`src/rtl/shift_exec_stage.sv`:
```
// Execute-stage wrapper around an external combinational right shifter.
// Decodes RV32I shifts, drives the shifter from stage 1 and registers results in stage 2.
module shift_exec_stage #(
  parameter int XLEN = 32,
  parameter int SHW  = 5
) (
  input  logic            clk,
  input  logic            rst_n,
  input  logic            in_valid,
  output logic            in_ready,
  input  logic [2:0]      in_funct3,
  input  logic            in_funct7b5,
  input  logic            in_is_imm,
  input  logic [XLEN-1:0] in_rs1,
  input  logic [XLEN-1:0] in_rs2,
  input  logic [SHW:0]    in_imm_shamt,
  input  logic [4:0]      in_rd,
  output logic [XLEN-1:0] sh_a,
  output logic [SHW-1:0]  sh_b,
  output logic            sh_arith,
  input  logic [XLEN-1:0] sh_o,
  output logic            out_valid,
  input  logic            out_ready,
  output logic [XLEN-1:0] out_result,
  output logic [4:0]      out_rd,
  output logic            out_err
);

  localparam logic [2:0] F3_SLL = 3'b001;
  localparam logic [2:0] F3_SR  = 3'b101;

  logic            s1_valid_reg;
  logic [XLEN-1:0] s1_rs1_reg;
  logic [SHW-1:0]  s1_amt_reg;
  logic            s1_left_reg;
  logic            s1_arith_reg;
  logic            s1_err_reg;
  logic [4:0]      s1_rd_reg;

  logic            s2_valid_reg;
  logic [XLEN-1:0] out_result_reg;
  logic [4:0]      out_rd_reg;
  logic            out_err_reg;

  logic            s2_adv;
  logic            accept;
  logic            dec_left;
  logic            dec_arith;
  logic            dec_err;
  logic [SHW-1:0]  dec_amt;
  logic [XLEN-1:0] rs1_rev;
  logic [XLEN-1:0] sho_rev;
  logic [XLEN-1:0] out_result_next;
  logic            rs2_hi_unused;

  assign s2_adv   = s1_valid_reg && (!s2_valid_reg || out_ready);
  assign in_ready = !s1_valid_reg || s2_adv;
  assign accept   = in_valid && in_ready;

  // Only the low SHW bits of rs2 form the shift amount.
  assign rs2_hi_unused = ^in_rs2[XLEN-1:SHW];

  always_comb begin
    dec_left  = (in_funct3 == F3_SLL);
    dec_arith = (in_funct3 == F3_SR) && in_funct7b5;
    dec_err   = ((in_funct3 != F3_SLL) && (in_funct3 != F3_SR)) ||
                (dec_left && in_funct7b5) ||
                (in_is_imm && in_imm_shamt[SHW]);
    dec_amt   = in_is_imm ? in_imm_shamt[SHW-1:0] : in_rs2[SHW-1:0];
  end

  // Left shifts reuse the right shifter: reverse bits going in and coming out.
  generate
    for (genvar gi = 0; gi < XLEN; gi++) begin : g_rev
      assign rs1_rev[gi] = s1_rs1_reg[XLEN-1-gi];
      assign sho_rev[gi] = sh_o[XLEN-1-gi];
    end
  endgenerate

  assign sh_a     = s1_valid_reg ? (s1_left_reg ? rs1_rev : s1_rs1_reg) : '0;
  assign sh_b     = s1_valid_reg ? s1_amt_reg : '0;
  assign sh_arith = s1_valid_reg && s1_arith_reg && !s1_left_reg;

  assign out_result_next = s1_err_reg ? '0 : (s1_left_reg ? sho_rev : sh_o);

  always_ff @(posedge clk or negedge rst_n) begin
    if (!rst_n) begin
      s1_valid_reg <= 1'b0;
      s1_rs1_reg   <= '0;
      s1_amt_reg   <= '0;
      s1_left_reg  <= 1'b0;
      s1_arith_reg <= 1'b0;
      s1_err_reg   <= 1'b0;
      s1_rd_reg    <= '0;
    end else if (accept) begin
      s1_valid_reg <= 1'b1;
      s1_rs1_reg   <= in_rs1;
      s1_amt_reg   <= dec_amt;
      s1_left_reg  <= dec_left;
      s1_arith_reg <= dec_arith;
      s1_err_reg   <= dec_err;
      s1_rd_reg    <= in_rd;
    end else if (s2_adv) begin
      s1_valid_reg <= 1'b0;
    end
  end

  // Output registers only change on advance, so they hold while stalled.
  always_ff @(posedge clk or negedge rst_n) begin
    if (!rst_n) begin
      s2_valid_reg   <= 1'b0;
      out_result_reg <= '0;
      out_rd_reg     <= '0;
      out_err_reg    <= 1'b0;
    end else if (s2_adv) begin
      s2_valid_reg   <= 1'b1;
      out_result_reg <= out_result_next;
      out_rd_reg     <= s1_rd_reg;
      out_err_reg    <= s1_err_reg;
    end else if (out_ready) begin
      s2_valid_reg   <= 1'b0;
    end
  end

  assign out_valid  = s2_valid_reg;
  assign out_result = out_result_reg;
  assign out_rd     = out_rd_reg;
  assign out_err    = out_err_reg;

endmodule
```
`config.mk`:
```
export PLATFORM = sky130hd
export DESIGN_NAME = shift_exec_stage
export DESIGN_NICKNAME = d
export VERILOG_FILES = /design/src/rtl/shift_exec_stage.sv
export SDC_FILE = /design/constraint.sdc
export NUM_CORES = 1
export LEC_CHECK = 0
export CORE_AREA = 3 3 106 108
export DETAILED_ROUTE_END_ITERATION = 8
export DIE_AREA = 0 0 109 111
export PLACE_DENSITY = 0.79
export SLEW_MARGIN = 20
export SYNTH_ARGS = -nofsm -noshare
export SYNTH_HDL_FRONTEND = slang
export SYNTH_SLANG_ARGS = --single-unit
```
`constraint.sdc`:
```
create_clock -name clk -period 1.75 [get_ports clk]
set_input_delay 0.4375 -clock clk [delete_from_list [all_inputs] [get_ports clk]]
set_output_delay 0.4375 -clock clk [all_outputs]
set_load 0.05 [all_outputs]
```
==> results.md, run 1 <==
- Status: finished, violations left
- Failing checks: setup timing
- Peak supply drop: around 0.68 mV
- Via count: 3,309
- Crit-path max cell delay: 540 ps
- DR pass1 iterations: 4
- Grt met3 use: ~6%
- Final Hold Slack: between 500 and 600 ps
- Psw: about 2.5 mW
- H-tree level count: 3
- Hold path depth: 1
- CP most frequent cell: buf_12
- Share of cells above drive strength 1: between 40% and 50%
- Grt peak-use layer: met2
- Grt total ovfl: 0
- Cell family with the largest share of critical-path delay: flip-flops
- Die height: ~110 um
- Layout overhead on the synthesized area: 64.0%
- Clock power share: roughly 25%
- Largest net degree at the start of global routing: 39
- RD Place Congestion: approximately 0.8
- Clock Sink Count: 85
- Count of pins over their slew limit: 0
- Slew @ Worst Pin: 436 ps
- Critical path launch point type: flop
- Worst r2r src: s1_left_reg$_DFFE_PN0P_
- CP Max Fanout: 13
- RSZ-0062 raised after global routing: yes
- Final Setup Violations: 33
- Comb power frac: between 40% and 50%
- Slew Limit Headroom: 71.0%
- Initial Util: 42.3%
- I/O pin count: between 150 and 200
- Worst EP required: 1310 ps
- Post-DR vias/cell: around 5
- Post-layout util: approximately 69%
- Clock Path Buffers: 2
- Worst setup EP type: output port
- Dpl cells: 645
- Leak: approximately 3.1 nW
- Met1 global-route usage: between 20% and 30%
- CTS tree: yes
- ANT cells: 0
- CTS buffer count: 9
- Syn Area/Cell: ~12 sq um
- Worst min path class: reg2reg
- Hold Fails Final Rpt: 0
- Seq/Total Area, Yosys: between 40% and 50%
- Post-Syn Area: 4370 sq um
- Reg power frac: between 30% and 40%
- Total core area: ~10,000 sq um
- Pwr dens: 1010 nW/um^2
- IO buf count: around 170
- Initial antenna violation count: 0
- Clock Latency Late Sink: 350 ps
- Final worst slack: -261 ps
- Fmax: between 400 and 500 MHz
- Post-Layout Cell Count: roughly 660
- Most frequent cells in the layout: clkdlybuf4s50_1 (86), dfrtp_1 (83), mux2_2 (78)
- Final Cycle Share: 115%
- Die Wd: around 110 um
- Reg2Reg Depth: 4
- Global-route met2 utilization: 30.9%
- Syn Inst Count: about 350
- Syn. warnings: 0
- WP buf/inv: 2
- Setup CP Type: reg2out
- Flop2flop setup slack: around 130 ps
- Vias in the first global route: ~3,600
- Remaining antenna violation count: 0
- Sw Share: roughly a third
- GRT Total Usage: 17.9%
- Synthesized Nets: 468
- Full die area: roughly 12,000 sq um
- Worst Setup EP: sh_a[15]
- Clock Skew: just over 9 ps
- Critical Path Slowest Stage Cell: dfrtp_4
- RR Endpoint: out_result[21]$_DFFE_PN0P_
- Design internal power: approximately 4.8 mW
- Cell Chain, Critical Path: buf_12, mux2i_4, nor2b_4, buf_12
- Max-cap violations: 0
- CP Depth: 4
- Final-stage net count: roughly 640
- Most common cell after layout, fill and taps aside: clkdlybuf4s50_1
- Site row count: 37
- Distinct cell type count after synthesis: 18
- Clock transition at path regs: approximately 80 ps
- Clock root buffer: clkbuf_8
- Synth Register Bits: 85
- DR WL/cell: approximately 17 um
- Crit path launch: s1_left_reg$_DFFE_PN0P_
- Final wirelength: between 10,000 and 15,000 um
- DP Wirelength: ~8000 um
- DRC Markers: 0
- Initial DRC Count: approximately 150
- Final setup TNS: -7320 ps
- Min Tclk post-route: slightly above 2000 ps
- Crit path arrival time: 1570 ps
- Global-route wire length before repair: between 15,000 and 20,000 um
==> worst min path at each step <==
stage	from	endpoint	slack [ps]
final	s1_rd_reg[1]$_DFFE_PN0P_	out_rd[1]$_DFFE_PN0P_	510
after global routing	out_result[6]$_DFFE_PN0P_	out_result[6]$_DFFE_PN0P_	530
after detailed placement	rst_n	out_result[15]$_DFFE_PN0P_	360
after floorplan	rst_n	out_err$_DFFE_PN0P_	140
after global placement	rst_n	out_result[15]$_DFFE_PN0P_	370
after CTS	out_ready	out_valid$_DFFE_PN0P_	510
==> synth_stat cells (all sizes together) <==
master	instances	area, sq um
dfrtp	85	2130
mux2	78	878
mux2i	69	691
nor2b	34	213
nor2	33	124
buf	19	156
clkbuf	8	30.0
a21oi	5	25.0
a31oi	5	31.3
and2	5	31.3
nand2	4	15.0
nand2b	4	25.0
and3	1	6.26
nand3	1	5.00
nand3b	1	7.51
==> metal layers <==
metal / share of wire (%) / routed length [um]
met5: 0 / 0
met4: 0.85 / 94
met3: 8.1 / 890
met2: 51 / 5590
met1: 40 / 4440
==> what timing repair did <==
action                     in CTS  in global routing
hold endpoints to repair       23                  0
cloned                          0                  1
resized for setup              20                 18
setup endpoints to repair      39                 38
hold buffers                    1                  0
setup buffers                   2                  0
==> logic make-up after synthesis <==
logic type             after synthesis  synth area share (%)
AND/OR/NAND/NOR                     83                  9.77
flip-flops                          85                  48.7
AO/OA/AOI/OAI                       10                  1.29
buffers and inverters               27                  4.27
multiplexers                       147                  35.9
==> stage by stage <==
stage,total power [mW],area (sq um),worst slack (ps)
floorplan,4.14,4570,-39.2
global placement,5.32,6720,-114
detailed placement,5.38,6720,-149
CTS,7.27,7080,-272
global route,7.57,7160,-330
finish,7.26,7160,-261
==> worst reg2reg max path, stage by stage (launching register included) <==
cell,delay [ps]
dfrtp_4,490
buf_4,410
mux2i_1,280
nor2_1,60
mux2_2,270
==> power by group through the flow <==
stage | clock network, mW | registers [mW] | logic [mW]
2_1_floorplan | 0 | 2.78 | 1.36
3_3_place_gp | 0 | 2.41 | 2.92
3_5_place_dp | 0 | 2.43 | 2.95
4_1_cts | 1.84 | 2.41 | 3.02
5_1_grt | 1.92 | 2.47 | 3.17
6_report | 1.79 | 2.44 | 3.03
==> cell type report <==
class / instances / area, sq um
Tap cell: 136 / 170
Clock buffer: 11 / 141
Fill cell: 735 / 3160
Sequential cell: 85 / 2130
Clock inverter: 4 / 120
Multi-Input combinational cell: 240 / 2400
Timing Repair Buffer: 187 / 2200
Note: power is estimated with default switching activity, not from simulation.
==> run 2: changes to the inputs <==
--- a/config.mk
+++ b/config.mk
@@ -9,6 +9,7 @@
 export DETAILED_ROUTE_END_ITERATION = 8
 export DIE_AREA = 0 0 109 111
 export PLACE_DENSITY = 0.79
+export SKIP_LAST_GASP = 1
 export SLEW_MARGIN = 20
 export SYNTH_ARGS = -nofsm -noshare
 export SYNTH_HDL_FRONTEND = slang
==> results of run 2 <==
The final DEF is identical to that of run 1; final timing and power are the same.
